`config.mk`:
```
export PLATFORM = sky130hd
export DESIGN_NAME = prio_req_issuer
export DESIGN_NICKNAME = d
export VERILOG_FILES = /design/src/rtl/prio_req_pkg.sv /design/src/rtl/prio_req_lane.sv /design/src/rtl/prio_req_issuer.sv
export SDC_FILE = /design/constraint.sdc
export NUM_CORES = 1
export LEC_CHECK = 0
export CAP_MARGIN = 20
export CORE_UTILIZATION = 50
export DETAILED_ROUTE_END_ITERATION = 10
export PLACE_DENSITY = 0.94
export SLEW_MARGIN = 20
export SYNTH_ARGS = -nofsm -noshare
export SYNTH_HDL_FRONTEND = slang
export SYNTH_SLANG_ARGS = --single-unit
```
`constraint.sdc`:
```
create_clock -name clk -period 2.8 [get_ports clk]
set_input_delay 0.7 -clock clk [delete_from_list [all_inputs] [get_ports clk]]
set_output_delay 0.7 -clock clk [all_outputs]
set_load 0.02 [all_outputs]
```
`src/rtl/prio_req_pkg.sv`:
```
// Shared types, defaults and width helpers for the req/gnt priority issuer.
package prio_req_pkg;

  localparam int DEF_CNT_W        = 2;
  localparam int DEF_STARVE_LIMIT = 8;

  typedef struct packed {
    logic ovf;
    logic starve;
  } lane_status_t;

  // Floor of 1 keeps index ports legal even for degenerate sizes.
  function automatic int idx_w(input int size);
    return (size > 1) ? $clog2(size) : 1;
  endfunction

endpackage

```
`src/rtl/prio_req_lane.sv`:
```
// One lane: pending-token counter, overflow pulse and optional starvation watchdog
// (watchdog built only when PRIO_REQ_ISSUER_STARVE_WATCHDOG_EN is defined).
module prio_req_lane
  import prio_req_pkg::*;
#(
  parameter int CNT_W        = DEF_CNT_W,
  parameter int STARVE_LIMIT = DEF_STARVE_LIMIT
) (
  input  logic         clk,
  input  logic         rst,
  input  logic         new_req,
  input  logic         take,
  output logic         req,
  output lane_status_t status
);

  localparam logic [CNT_W-1:0] CNT_MAX = '1;

  logic [CNT_W-1:0] cnt_q, cnt_d;
  logic             ovf_q, ovf_d;
  logic             starve_w;

  // take is only ever asserted while the lane is requesting, so cnt_q > 0 on decrement.
  always_comb begin
    cnt_d = cnt_q;
    ovf_d = 1'b0;
    if (new_req && !take) begin
      if (cnt_q == CNT_MAX) begin
        ovf_d = 1'b1;
      end else begin
        cnt_d = cnt_q + 1'b1;
      end
    end else if (!new_req && take) begin
      cnt_d = cnt_q - 1'b1;
    end
  end

  always_ff @(posedge clk or posedge rst) begin
    if (rst) begin
      cnt_q <= '0;
      ovf_q <= 1'b0;
    end else begin
      cnt_q <= cnt_d;
      ovf_q <= ovf_d;
    end
  end

  assign req = |cnt_q;

`ifdef PRIO_REQ_ISSUER_STARVE_WATCHDOG_EN
  localparam int                WAIT_W   = $clog2(STARVE_LIMIT + 1);
  localparam logic [WAIT_W-1:0] WAIT_MAX = WAIT_W'(STARVE_LIMIT);

  logic [WAIT_W-1:0] wait_q, wait_d;

  always_comb begin
    wait_d = wait_q;
    if (!req || take) begin
      wait_d = '0;
    end else if (wait_q != WAIT_MAX) begin
      wait_d = wait_q + 1'b1;
    end
  end

  always_ff @(posedge clk or posedge rst) begin
    if (rst) begin
      wait_q <= '0;
    end else begin
      wait_q <= wait_d;
    end
  end

  assign starve_w = (wait_q == WAIT_MAX);
`else
  assign starve_w = 1'b0;
`endif

  assign status = '{ovf: ovf_q, starve: starve_w};

endmodule

```
`src/rtl/prio_req_issuer.sv`:
```
// Requester side of a req/gnt fixed-priority arbiter: token queues, grant legality,
// grant index reporting; starvation flags when PRIO_REQ_ISSUER_STARVE_WATCHDOG_EN is defined.
module prio_req_issuer
  import prio_req_pkg::*;
#(
  parameter int SIZE         = 4,
  parameter int CNT_W        = DEF_CNT_W,
  parameter int STARVE_LIMIT = DEF_STARVE_LIMIT
) (
  input  logic                     clk,
  input  logic                     rst,
  input  logic [SIZE-1:0]          new_req,
  output logic [SIZE-1:0]          req,
  input  logic [SIZE-1:0]          gnt,
  output logic                     gnt_vld,
  output logic [idx_w(SIZE)-1:0]   gnt_idx,
  output logic [SIZE-1:0]          ovf_err,
  output logic                     proto_err,
  output logic [SIZE-1:0]          starve,
  output logic                     busy
);

  localparam int IDX_W = idx_w(SIZE);

  logic [SIZE-1:0]  take;
  logic             multi_hot;
  logic             stray;
  logic             legal;
  logic             grant_ok;
  logic [IDX_W-1:0] idx_enc;
  lane_status_t     status_w [SIZE];

  logic             gnt_vld_q;
  logic [IDX_W-1:0] gnt_idx_q;
  logic             proto_err_q;

  // Illegal grants consume nothing, but lanes still accept new tokens.
  assign multi_hot = |(gnt & (gnt - 1'b1));
  assign stray     = |(gnt & ~req);
  assign legal     = !multi_hot && !stray;
  assign grant_ok  = legal && (|gnt);
  assign take      = legal ? gnt : '0;

  generate
    for (genvar gi = 0; gi < SIZE; gi++) begin : g_lane
      prio_req_lane #(
        .CNT_W        (CNT_W),
        .STARVE_LIMIT (STARVE_LIMIT)
      ) u_lane (
        .clk     (clk),
        .rst     (rst),
        .new_req (new_req[gi]),
        .take    (take[gi]),
        .req     (req[gi]),
        .status  (status_w[gi])
      );
      assign ovf_err[gi] = status_w[gi].ovf;
      assign starve[gi]  = status_w[gi].starve;
    end
  endgenerate

  always_comb begin
    idx_enc = '0;
    for (int i = 0; i < SIZE; i++) begin
      if (gnt[i]) begin
        idx_enc = i[IDX_W-1:0];
      end
    end
  end

  always_ff @(posedge clk or posedge rst) begin
    if (rst) begin
      gnt_vld_q   <= 1'b0;
      gnt_idx_q   <= '0;
      proto_err_q <= 1'b0;
    end else begin
      gnt_vld_q   <= grant_ok;
      proto_err_q <= !legal;
      if (grant_ok) begin
        gnt_idx_q <= idx_enc;
      end
    end
  end

  assign gnt_vld   = gnt_vld_q;
  assign gnt_idx   = gnt_idx_q;
  assign proto_err = proto_err_q;
  assign busy      = |req;

endmodule
```
=== Word level (Yosys, flattened, before mapping) ===
Cells that the tools add are included.

* $add $sub $neg: 9
* Eq/ne operators: 8
* Multiplexer cells: 24
* Bitwise logic cells: 3
* Reduce and logical (&&, ||, !) cells: 37

{| class="wikitable"
|+ Operators with widths
! cell !! number
|-
| 2-bit two-way mux || 14
|-
| 4-bit OR reduction || 3
|-
| 1-bit zero test || 11
|-
| 1-bit logical AND || 10
|-
| 1-bit two-way mux || 9
|-
| 2-bit by 1-bit adder with 2-bit output (second input constant) || 4
|-
| 4-bit bitwise AND || 2
|-
| 2-bit equality test (second input constant) || 4
|-
| 2-bit inequality test (second input constant) || 4
|-
| 2-bit AND reduction || 4
|-
| 2-bit nonzero test || 4
|-
| 2-bit OR reduction || 4
|-
| 8-bit OR reduction || 1
|-
| 2-bit by 1-bit subtractor with 2-bit output (second input constant) || 4
|-
| 4-bit two-way mux || 1
|-
| 4-bit inverter || 1
|-
| 4-bit by 1-bit subtractor with 4-bit output (second input constant) || 1
|}

* Register bits after elaboration: 16
* Word-level logic and storage cells: 92

=== Depth between registers and ports, before layout ===
* Depth after elaboration: 11
* Mapped depth: 5

=== Hierarchy ===
Synthesis repeated with hierarchy kept, for this count alone.

* Cells, all modules: 105
* Area, all modules: 937.1 µm²

{| class="wikitable"
|+ By module, submodules not included
! module !! instances !! cells each !! area each (µm²) !! seq. area each (µm²)
|-
| prio_req_lane || 4 || 18 || 166.4 || 75.1
|-
| prio_req_issuer || 1 || 33 || 271.5 || 100.1
|}

=== Worst setup path before layout ===
No wires, ideal clock.

* Path kind: register -> output
* From: register g_lane[1].u_lane.cnt_q[1]
* To: output busy
* Arrival: 1.323 ns
* Required time: 2.100 ns
* Setup slack: 0.777 ns
* Cell stages (with the launch flop): 3
* Buffers on the path: 0
* Cell sequence: dfrtp_1 or2_2 or4_1

* Cells in the longest elaborated chain, start to end: 1

{| class="wikitable"
|+ RTL lines
! what !! line !! RTL
|-
| start, declared || prio_req_lane.sv:19 || <nowiki>logic [CNT_W-1:0] cnt_q, cnt_d;</nowiki>
|-
| start signal, assigned || prio_req_lane.sv:43 || <nowiki>cnt_q <= cnt_d;</nowiki>
|-
| 8-bit OR reduction || prio_req_issuer.sv:88 || <nowiki>assign busy = |req;</nowiki>
|-
| end, declared || prio_req_issuer.sv:20 || <nowiki>output logic busy</nowiki>
|}

No other way between the ends.

=== Final worst setup path ===
Same ends and word-level chain as after synthesis.

==> key figures <==
Hold path
  • Cells on Worst Hold Path: 1
  • HP Class: register to register
  • Worst Hold End: gnt_idx[0]
  • Worst Hold Launch: gnt_idx[0]

Floorplanning
  • Die area: 0.00209 mm²
  • Initial Util: 54.3%
  • Number of placed I/O pins: 27
  • Die Y: 45.8 µm
  • Core ar.: 0.00176 mm²
  • Die span in x: 45.8 µm
  • Row count: 15

Cells and area
  • Finished Core Util: between 60 and 70%
  • Synth-to-Final Area Change: 19.5%
  • Fillers: 165
  • Share of cells above drive strength 1: 10.3%
  • Nets: 128
  • Finished Cell Area: 0.00114 mm²
  • # diodes: 0

Clock network
  • CTS resizes: 1
  • Root Buffer: clkbuf_4
  • Clock Latency Late Sink: 0.29 ns
  • H-Tree Depth: 1
  • Clock transition at path regs: about 0.090 ns
  • Hold_buf cts: 0
  • Max Buffers Root-to-Sink: 2
  • CTS tree: done
  • Clk sinks: 16
  • Postcts setup bufs: 0
  • CTS Buf Count: 3

Synthesis
  • Syn_area_per_cell: 9.29 µm²
  • Cell count after synthesis: 103
  • Mapped Area: 957 µm²
  • Async set-reset flop share out of synthesis: 100%
  • Post-synthesis register bit count: 16
  • Top post-synthesis cells by area: dfrtp_1 (42%), buf_4 (10%), nand2b_1 (3.3%), a21oi_1 (3.1%), mux2i_1 (3.1%)
  • Number of synthesized flops with an enable pin: 0
  • Top_reg_cell synth: dfrtp_1
  • Post-synthesis cell type count: 33
  • Seq/Total Area, Yosys: 41.8%
  • Yosys top cell area share: 41.8%
  • Area leader, netlist: dfrtp_1
  • Ys Warns: 0

Placement
  • Pre-CTS setup slack: 0.280 ns
  • Gpl congestion: 0.852
  • Port Buf Inserts: 22
  • HPWL Detailed: 1.36 mm
  • Post-DP Area: 0.00111 mm²

STA
  • Pins Over Slew Limit: 0
  • Final setup fails: 0
  • Tmin final: roughly 2.6 ns
  • Tcrit/Tclk final: 93.2%
  • Clk_skew: 0.00207 ns
  • Highest Clock Rate: 383 MHz
  • Worst Max-Slew Pin Slew: 0.594 ns
  • Fin worst setup slack: 0.189 ns
  • Slew margin rel.: 59.8%
  • Hold WS: 0.508 ns
  • Final hold violation count: 0
  • RSZ-0062 raised after global routing: no
  • Final TNS setup: 0 ns

Routing
  • DR iter-0 viols: 13
  • Number of vias per cell: 5.40
  • Final ANT Viol Nets: 0
  • Drt drc: 0
  • Drt pass-1 iters: 4
  • Via count: 767
  • Routed len/inst: about 13 µm
  • WL final: around 1.8 mm

Run status
  • Status: complete, no violations

Critical path
  • Endpoint type of the worst setup path: output port
  • Worst Reg-to-Reg Cells: 4
  • Reg2reg end: g_lane[1].u_lane.cnt_q[1]
  • Required time worst endpoint: 2.10 ns
  • CP Max Fanout: 6
  • Startpoint Class: register
  • Reg2reg start: g_lane[3].u_lane.cnt_q[0]
  • Crit path kind: register to output port
  • Reg-to-reg slack, setup: 1.29 ns
  • Arr. time, crit path: 1.91 ns

Power
  • Leakage Power: approximately 0.00045 µW
  • PD cells: 470 mW/mm²
  • VDD IR max: approximately 280 µV

Global routing
  • Met2 Use GR: 32.9%
  • Largest net degree at the start of global routing: 17
  • Initial antenna violation count: 0
  • GRT Util Overall: 19.5%
  • Met1 Track Usage GR: 22.8%
  • Vias in the first global route: 721
  • Grt ovf: 0
  • First-pass GRT wire length: roughly 2.9 mm
  • M3 GR Usage: 1.98%
  • Grt peak-use layer: met2

Job
  • Max Cap Viol: 0
-- Yosys cell counts, types with 3 or more instances --
cell      instances
buf_4            13
mux2i_1           3
nand2b_1          5
nand2_1           7
dfrtp_1          16
o21ai_0           3
or2_2             4
nor2_1            8
a21oi_1           6
nor3_1            3
inv_1             5
-- cells in the final DEF, fill, tap and decap left out, drive strengths merged, types with 2 or more instances in the layout --
cell type / count
clkdlybuf4s50: 21
dfrtp: 16
nor2: 8
nand2: 7
a21oi: 7
inv: 5
nand2b: 5
or2: 4
conb: 4
clkbuf: 4
o21ai: 3
mux2i: 3
nor3: 3
o21bai: 2
nor4b: 2
nand3: 2
a22o: 2
and4: 2
a211oi: 2
and2: 2
-- cell families after synthesis --
| logic type | after synthesis | share of synthesized area [%] |
|---|---|---|
| simple gates | 39 | 22.9 |
| compound gates | 22 | 16.5 |
| buf+inv | 21 | 14.4 |
| flops | 16 | 41.8 |
| mux | 3 | 3.14 |
| xor+xnor | 1 | 0.915 |
| other cells | 1 | 0.392 |
-- layer usage --
metal	up-vias	wire length, µm	part of all wire (%)
li1	371	-	-
met1	363	836	47
met2	26	816	46
met3	7	78	4.4
met4	0	54	3.0
met5	-	0	0
-- critical path, cell delays in order (launching register included) --
cell           delay, ns
dfrtp_1             0.44
or2_2               0.32
or4_1               0.52
dlygate4sd2_1       0.34
-- state kept, by name, summed over array words and instances, names as in the netlist --
name                 flops
gnt_vld                  1
proto_err                1
g_lane.u_lane.ovf_q      4
gnt_idx                  2
g_lane.u_lane.cnt_q      8
-- where the power goes --
group          leakage (µW)  internal [µW]  switching (µW)
Clock             0.0000210           79.2            71.2
Sequential         0.000168            250            12.2
Combinational      0.000263           59.3            66.1
-- metrics by stage --
step	instances	total power, µW
4_1_cts	142	542
2_1_floorplan	106	351
5_1_grt	142	568
6_report	142	538
3_3_place_gp	138	387
3_5_place_dp	138	391
-- final cells by class --
cell class | instances | area (µm²) | share of cell area [%]
Timing Repair Buffer | 23 | 226 | 19.8
Tap cell | 25 | 31.3 | 2.74
Sequential cell | 16 | 400 | 35.0
Inverter | 5 | 18.8 | 1.64
Multi-Input combinational cell | 69 | 430 | 37.6
Clock buffer | 4 | 36.3 | 3.17
-- worst max path at each step --
stage                     cells past startpoint                 startpoint  slack, ns    to
after floorplan                               2  g_lane[1].u_lane.cnt_q[1]       0.78  busy
after global placement                        3  g_lane[1].u_lane.cnt_q[1]       0.34  busy
after detailed placement                      3  g_lane[1].u_lane.cnt_q[1]       0.28  busy
after CTS                                     3  g_lane[1].u_lane.cnt_q[1]       0.18  busy
after global routing                          3  g_lane[1].u_lane.cnt_q[1]       0.15  busy
final                                         3  g_lane[1].u_lane.cnt_q[1]       0.19  busy
Note: power is estimated with default switching activity, not from simulation.
